$ cat src/rtl/base_credit_tx_pkg.sv
// Shared defaults and sizing helpers for the credit transmitter.
package base_credit_tx_pkg;

  localparam int unsigned DEF_WIDTH       = 8;
  localparam int unsigned DEF_LOG_CREDITS = 4;

  // Credit counter must hold 0..2**log_credits inclusive.
  function automatic int unsigned cnt_width(input int unsigned log_credits);
    return log_credits + 32'd1;
  endfunction

endpackage

$ cat src/rtl/base_credit_tx_if.sv
// Upstream valid/ready, downstream strobe, credit return and status.
interface base_credit_tx_if
  import base_credit_tx_pkg::*;
#(
  parameter int unsigned width       = DEF_WIDTH,
  parameter int unsigned LOG_CREDITS = DEF_LOG_CREDITS
);

  logic                   i_v;
  logic [width-1:0]       i_d;
  logic                   i_r;
  logic                   o_v;
  logic [width-1:0]       o_d;
  logic                   cr_v;
  logic [LOG_CREDITS:0]   o_credits;
  logic                   o_idle;
  logic                   o_err;

  // Transmitter side.
  modport slave (
    input  i_v, i_d, cr_v,
    output i_r, o_v, o_d, o_credits, o_idle, o_err
  );

  // Producer / remote-receiver side.
  modport master (
    output i_v, i_d, cr_v,
    input  i_r, o_v, o_d, o_credits, o_idle, o_err
  );

endinterface

$ cat src/rtl/base_credit_cnt.sv
// Saturating up/down credit counter with registered zero/full decodes
// and a sticky overflow flag.
module base_credit_cnt #(
  parameter int unsigned W    = 5,
  parameter int unsigned INIT = 16
) (
  input  logic         clk,
  input  logic         reset,
  input  logic         inc,
  input  logic         dec,
  output logic [W-1:0] count,
  output logic         zero,
  output logic         full,
  output logic         ovf
);

  logic [W-1:0] count_n;
  logic         ovf_c;

  // Next count; inc at the ceiling saturates and flags overflow.
  always_comb begin
    count_n = count;
    ovf_c   = 1'b0;
    if (inc && !dec) begin
      if (count == W'(INIT)) begin
        ovf_c = 1'b1;
      end else begin
        count_n = count + W'(1);
      end
    end else if (dec && !inc && !zero) begin
      count_n = count - W'(1);
    end
  end

  // Count, decodes and sticky error; decodes are registered from count_n.
  always_ff @(posedge clk or negedge reset) begin
    if (!reset) begin
      count <= W'(INIT);
      zero  <= (INIT == 32'd0);
      full  <= 1'b1;
      ovf   <= 1'b0;
    end else begin
      count <= count_n;
      zero  <= (count_n == W'(0));
      full  <= (count_n == W'(INIT));
      if (ovf_c) begin
        ovf <= 1'b1;
      end
    end
  end

endmodule

$ cat src/rtl/base_credit_tx.sv
// Credit-based transmitter: valid/ready in, valid-only out, credits
// track free entries in the remote fixed-depth FIFO.
module base_credit_tx
  import base_credit_tx_pkg::*;
#(
  parameter int unsigned width       = DEF_WIDTH,
  parameter int unsigned LOG_CREDITS = DEF_LOG_CREDITS
) (
  input  logic             clk,
  input  logic             reset,
  base_credit_tx_if.slave  bus
);

  localparam int unsigned CNT_W   = cnt_width(LOG_CREDITS);
  localparam int unsigned CREDITS = 32'd1 << LOG_CREDITS;

  logic             send_c;
  logic [CNT_W-1:0] count;
  logic             zero;
  logic             full;
  logic             ovf;

  // Ready depends only on the credit register, never on i_v or cr_v.
  assign bus.i_r = ~zero;
  assign send_c  = bus.i_v & ~zero;

  base_credit_cnt #(
    .W    (CNT_W),
    .INIT (CREDITS)
  ) u_cnt (
    .clk   (clk),
    .reset (reset),
    .inc   (bus.cr_v),
    .dec   (send_c),
    .count (count),
    .zero  (zero),
    .full  (full),
    .ovf   (ovf)
  );

  assign bus.o_credits = count;
  assign bus.o_idle    = full;
  assign bus.o_err     = ovf;

  // Downstream strobe and data; data holds when nothing is sent.
  always_ff @(posedge clk or negedge reset) begin
    if (!reset) begin
      bus.o_v <= 1'b0;
      bus.o_d <= width'(0);
    end else begin
      bus.o_v <= send_c;
      if (send_c) begin
        bus.o_d <= bus.i_d;
      end
    end
  end

endmodule

$ cat src/flat_wrapper.sv
// flat-port wrapper written by rule: the top's interface ports become plain ports
module base_credit_tx_flat import base_credit_tx_pkg::*;
#(
  parameter int unsigned width       = DEF_WIDTH,
  parameter int unsigned LOG_CREDITS = DEF_LOG_CREDITS
)
  (clk, reset, bus_i_v, bus_i_d, bus_cr_v, bus_i_r, bus_o_v, bus_o_d, bus_o_credits, bus_o_idle, bus_o_err);
  base_credit_tx_if #(.width(width), .LOG_CREDITS(LOG_CREDITS)) bus_i ();
  input  logic clk;
  input  logic reset;
  input wire logic [$bits(bus_i.i_v)-1:0] bus_i_v;
  input wire logic [$bits(bus_i.i_d)-1:0] bus_i_d;
  input wire logic [$bits(bus_i.cr_v)-1:0] bus_cr_v;
  output wire logic [$bits(bus_i.i_r)-1:0] bus_i_r;
  output wire logic [$bits(bus_i.o_v)-1:0] bus_o_v;
  output wire logic [$bits(bus_i.o_d)-1:0] bus_o_d;
  output wire logic [$bits(bus_i.o_credits)-1:0] bus_o_credits;
  output wire logic [$bits(bus_i.o_idle)-1:0] bus_o_idle;
  output wire logic [$bits(bus_i.o_err)-1:0] bus_o_err;
  assign bus_i.i_v = bus_i_v;
  assign bus_i.i_d = bus_i_d;
  assign bus_i.cr_v = bus_cr_v;
  assign bus_i_r = bus_i.i_r;
  assign bus_o_v = bus_i.o_v;
  assign bus_o_d = bus_i.o_d;
  assign bus_o_credits = bus_i.o_credits;
  assign bus_o_idle = bus_i.o_idle;
  assign bus_o_err = bus_i.o_err;
  base_credit_tx #(.width(width), .LOG_CREDITS(LOG_CREDITS)) u_core (.clk(clk), .reset(reset), .bus(bus_i));
endmodule
$ cat config.mk
export PLATFORM = sky130hd
export DESIGN_NAME = base_credit_tx_flat
export DESIGN_NICKNAME = d
export VERILOG_FILES = /design/src/rtl/base_credit_tx_pkg.sv /design/src/rtl/base_credit_tx_if.sv /design/src/rtl/base_credit_cnt.sv /design/src/rtl/base_credit_tx.sv /design/src/flat_wrapper.sv
export SDC_FILE = /design/constraint.sdc
export NUM_CORES = 1
export LEC_CHECK = 0
export CORE_UTILIZATION = 35
export CTS_CLUSTER_SIZE = 20
export DETAILED_ROUTE_END_ITERATION = 7
export PLACE_DENSITY = 0.67
export SLEW_MARGIN = 15
export SYNTH_ARGS = -nofsm -noshare
export SYNTH_HDL_FRONTEND = slang
export SYNTH_SLANG_ARGS = --single-unit
$ cat constraint.sdc
create_clock -name clk -period 2 [get_ports clk]
set_clock_uncertainty 0.2 [all_clocks]
set_input_delay 0.4 -clock clk [delete_from_list [all_inputs] [get_ports clk]]
set_output_delay 0.4 -clock clk [all_outputs]
set_load 0.05 [all_outputs]
==> flow_summary.json <==
{
  "p_sw_frac": 0.479,
  "cp.depth": 7,
  "finalHoldViolCount": 0,
  "fin_ws_ns": -0.0783,
  "slowest_delay_ns": 0.41,
  "finalCritPeriodShare": 1.04,
  "powerDensity_mw_per_mm2": 1870,
  "ys_seq_area_frac": 0.512,
  "startpoint": "u_core.u_cnt.count[1]",
  "core-area_mm2": 0.00223,
  "wl_per_cell_um": 13.4,
  "final_common_cell": "buf_4",
  "first_global_vias": 787,
  "end_kind": "register",
  "die-area_mm2": 0.00259,
  "post-route-util": 0.611,
  "seq_power_share": 0.241,
  "max_slew_margin": 0.761,
  "status": "finished with violations",
  "switching_power_uw": 1220,
  "r2r_cells": 7,
  "hpwl_mm": 1.64,
  "timing.hold.ws_ns": 0.212,
  "worstSkewPairLatency_ns": 0.29,
  "drtIter0Drc": 24,
  "cts-root-buf": "clkbuf_4",
  "portBuffers": 28,
  "dp_worst_setup_slack_ns": -0.589,
  "ys.flop_type": "dfrtp_1",
  "ant_nets": 0,
  "clkPwrFrac": 0.074,
  "grt_pass1_wl_mm": 3.68,
  "synth_edf_count": 0,
  "mostFrequentLayoutCells": "buf_4, nand2_1, dfrtp_1, clkdlybuf4s50_1, buf_12",
  "path_class": "reg -> reg",
  "crit_chain": "inv_2 -> ha_4 -> or4bb_1 -> o311ai_2 -> o41ai_2 -> nor4_2 -> and2_1",
  "arrival_ns": 2.12,
  "violations": "setup timing",
  "syn_nets": 102,
  "crit_required_ns": 2.04,
  "cts_made_buffers": 3,
  "diodes": 0,
  "endpoint": "u_core.u_cnt.full",
  "num_io_pins": 29,
  "cts.clk_slew.worst_paths_ns": 0.11,
  "cp_top_family": "simple AND/OR/NAND/NOR gates",
  "drc": 0,
  "ir_drop_v": 0.00101,
  "syn_inst": 88,
  "internal_power_uw": 1330,
  "rsz0062_at_grt": "true",
  "drtPass1Iterations": 4,
  "drive_gt1_frac": 0.387,
  "die_height_um": 50.9,
  "rr_startpoint": "u_core.u_cnt.count[1]",
  "synth_cell_types": 32,
  "clockBufferDepth": 2,
  "final_net_count": 152,
  "timing.rr.end": "u_core.u_cnt.full",
  "grt_max_degree": 18,
  "maxCapViolCount": 0,
  "maxSlewViolCount": 0,
  "worst_pin_slew_ns": 0.358,
  "dr_total_vias": 829,
  "async_reset_ff_frac": 1.00,
  "cp_max_fo": 4,
  "finalCriticalPeriod_ns": 2.08,
  "drt-total-wl_mm": 2.22,
  "cellLeakagePower_uw": 0.000665,
  "combPwrFrac": 0.685,
  "cts_tree": "done",
  "finalSetupViolations": 2,
  "ys_warn_count": 0,
  "vias_per_cell": 5.02,
  "overflow": 0,
  "cp-start-kind": "register",
  "syn_area_um2": 836,
  "synth_area_per_cell_um2": 9.50,
  "die_w_um": 50.9,
  "gp_congestion": 0.781,
  "start_util": 0.374,
  "ys_ff_latch": 17,
  "r2r_slack_ns": -0.08,
  "clock_sink_count": 17,
  "path_buf_inv": 1,
  "antenna_found_initial": 0,
  "grt_util_all_layers": 0.194,
  "cp_slowest_cell": "or4bb_1",
  "max_freq_mhz": 481,
  "h-tree-depth": 1,
  "num_rows": 17,
  "holdCritPathClass": "in -> async",
  "syn_to_final_growth_pct": 63.2
}
## power by group through the flow
stage	clock network [µW]	logic (µW)	registers, µW
6_report	190	1750	617
5_1_grt	215	1860	633
4_1_cts	195	1730	616
3_5_place_dp	0	1640	628
3_3_place_gp	0	1620	626
2_1_floorplan	0	472	1130
## layout make-up
cell class	instances	area [µm²]
Fill cell	190	870
Sequential cell	17	430
Multi-Input combinational cell	65	428
Timing Repair Buffer	47	428
Tap cell	28	35.0
Clock buffer	3	22.5
Inverter	4	15.0
Clock inverter	1	5.00
## cells in the mapped netlist, types with 2 or more instances
| cell type | instances | share of area |
|---|---|---|
| nand2b_1 | 2 | 0.015 |
| xnor2_1 | 2 | 0.021 |
| inv_1 | 4 | 0.018 |
| nand4bb_1 | 2 | 0.027 |
| dfrtp_1 | 15 | 0.45 |
| o21ai_1 | 2 | 0.012 |
| ha_1 | 2 | 0.030 |
| nand2_1 | 29 | 0.13 |
| nand3_1 | 2 | 0.012 |
| dfstp_2 | 2 | 0.063 |
| nor3_1 | 3 | 0.018 |
| nor2_1 | 2 | 0.0090 |
| and3_1 | 2 | 0.015 |
## flip-flops by register name (all words and copies together), names as in the netlist
name                flops
u_core.u_cnt.count      5
u_core.bus.o_v          1
u_core.bus.o_d          8
u_core.u_cnt.ovf        1
u_core.u_cnt.zero       1
u_core.u_cnt.full       1
## per-layer routing
metal	routed length, µm	global-route usage	part of all wire
met1	916	0.265	0.41
met2	1100	0.300	0.50
met3	179	0.0387	0.081
met4	14	0.0787	0.0063
met5	0	0	0
## metrics by stage
step	cells	TNS (ns)	total power [µW]	instance area (µm²)
after floorplan	88	-0.119	1600	866
final	165	-0.154	2560	1360
after CTS	164	-0.150	2540	1360
after global placement	156	-1.71	2250	1290
after global routing	165	-0.338	2710	1360
after detailed placement	156	-1.90	2270	1290
## logic make-up (layout without fill, tap and decap cells)
kind of cell,after synthesis,count (layout),synth area share
adder cells (fa/ha/maj),2,2,0.0299
AO/OA/AOI/OAI,11,11,0.0928
AND/OR/NAND/NOR,50,50,0.317
buffers and inverters,6,55,0.0269
XOR/XNOR,2,2,0.0210
flip-flops,17,17,0.512
## worst min-delay path by stage
stage | startpoint | end | slack, ns | cells after the start
2_1_floorplan | reset | u_core.bus.o_d[0] | -0.1 | 0
3_3_place_gp | u_core.bus.o_d[4] | u_core.bus.o_d[4] | 0.26 | 2
3_5_place_dp | u_core.u_cnt.ovf | u_core.u_cnt.ovf | 0.27 | 1
4_1_cts | reset | u_core.u_cnt.ovf | 0.22 | 2
5_1_grt | reset | u_core.u_cnt.ovf | 0.24 | 2
6_report | reset | u_core.u_cnt.ovf | 0.21 | 2
## what timing repair did
action / 4_1_cts / 5_1_grt
hold buffers: 0 / 0
endpoints found under the setup margin: 3 / 3
setup buffers: 4 / 1
pin swaps: 7 / 3
hold endpoints to repair: 0 / 0
resized for setup: 4 / 0
No activity file was read; power rests on OpenSTA's default activity.
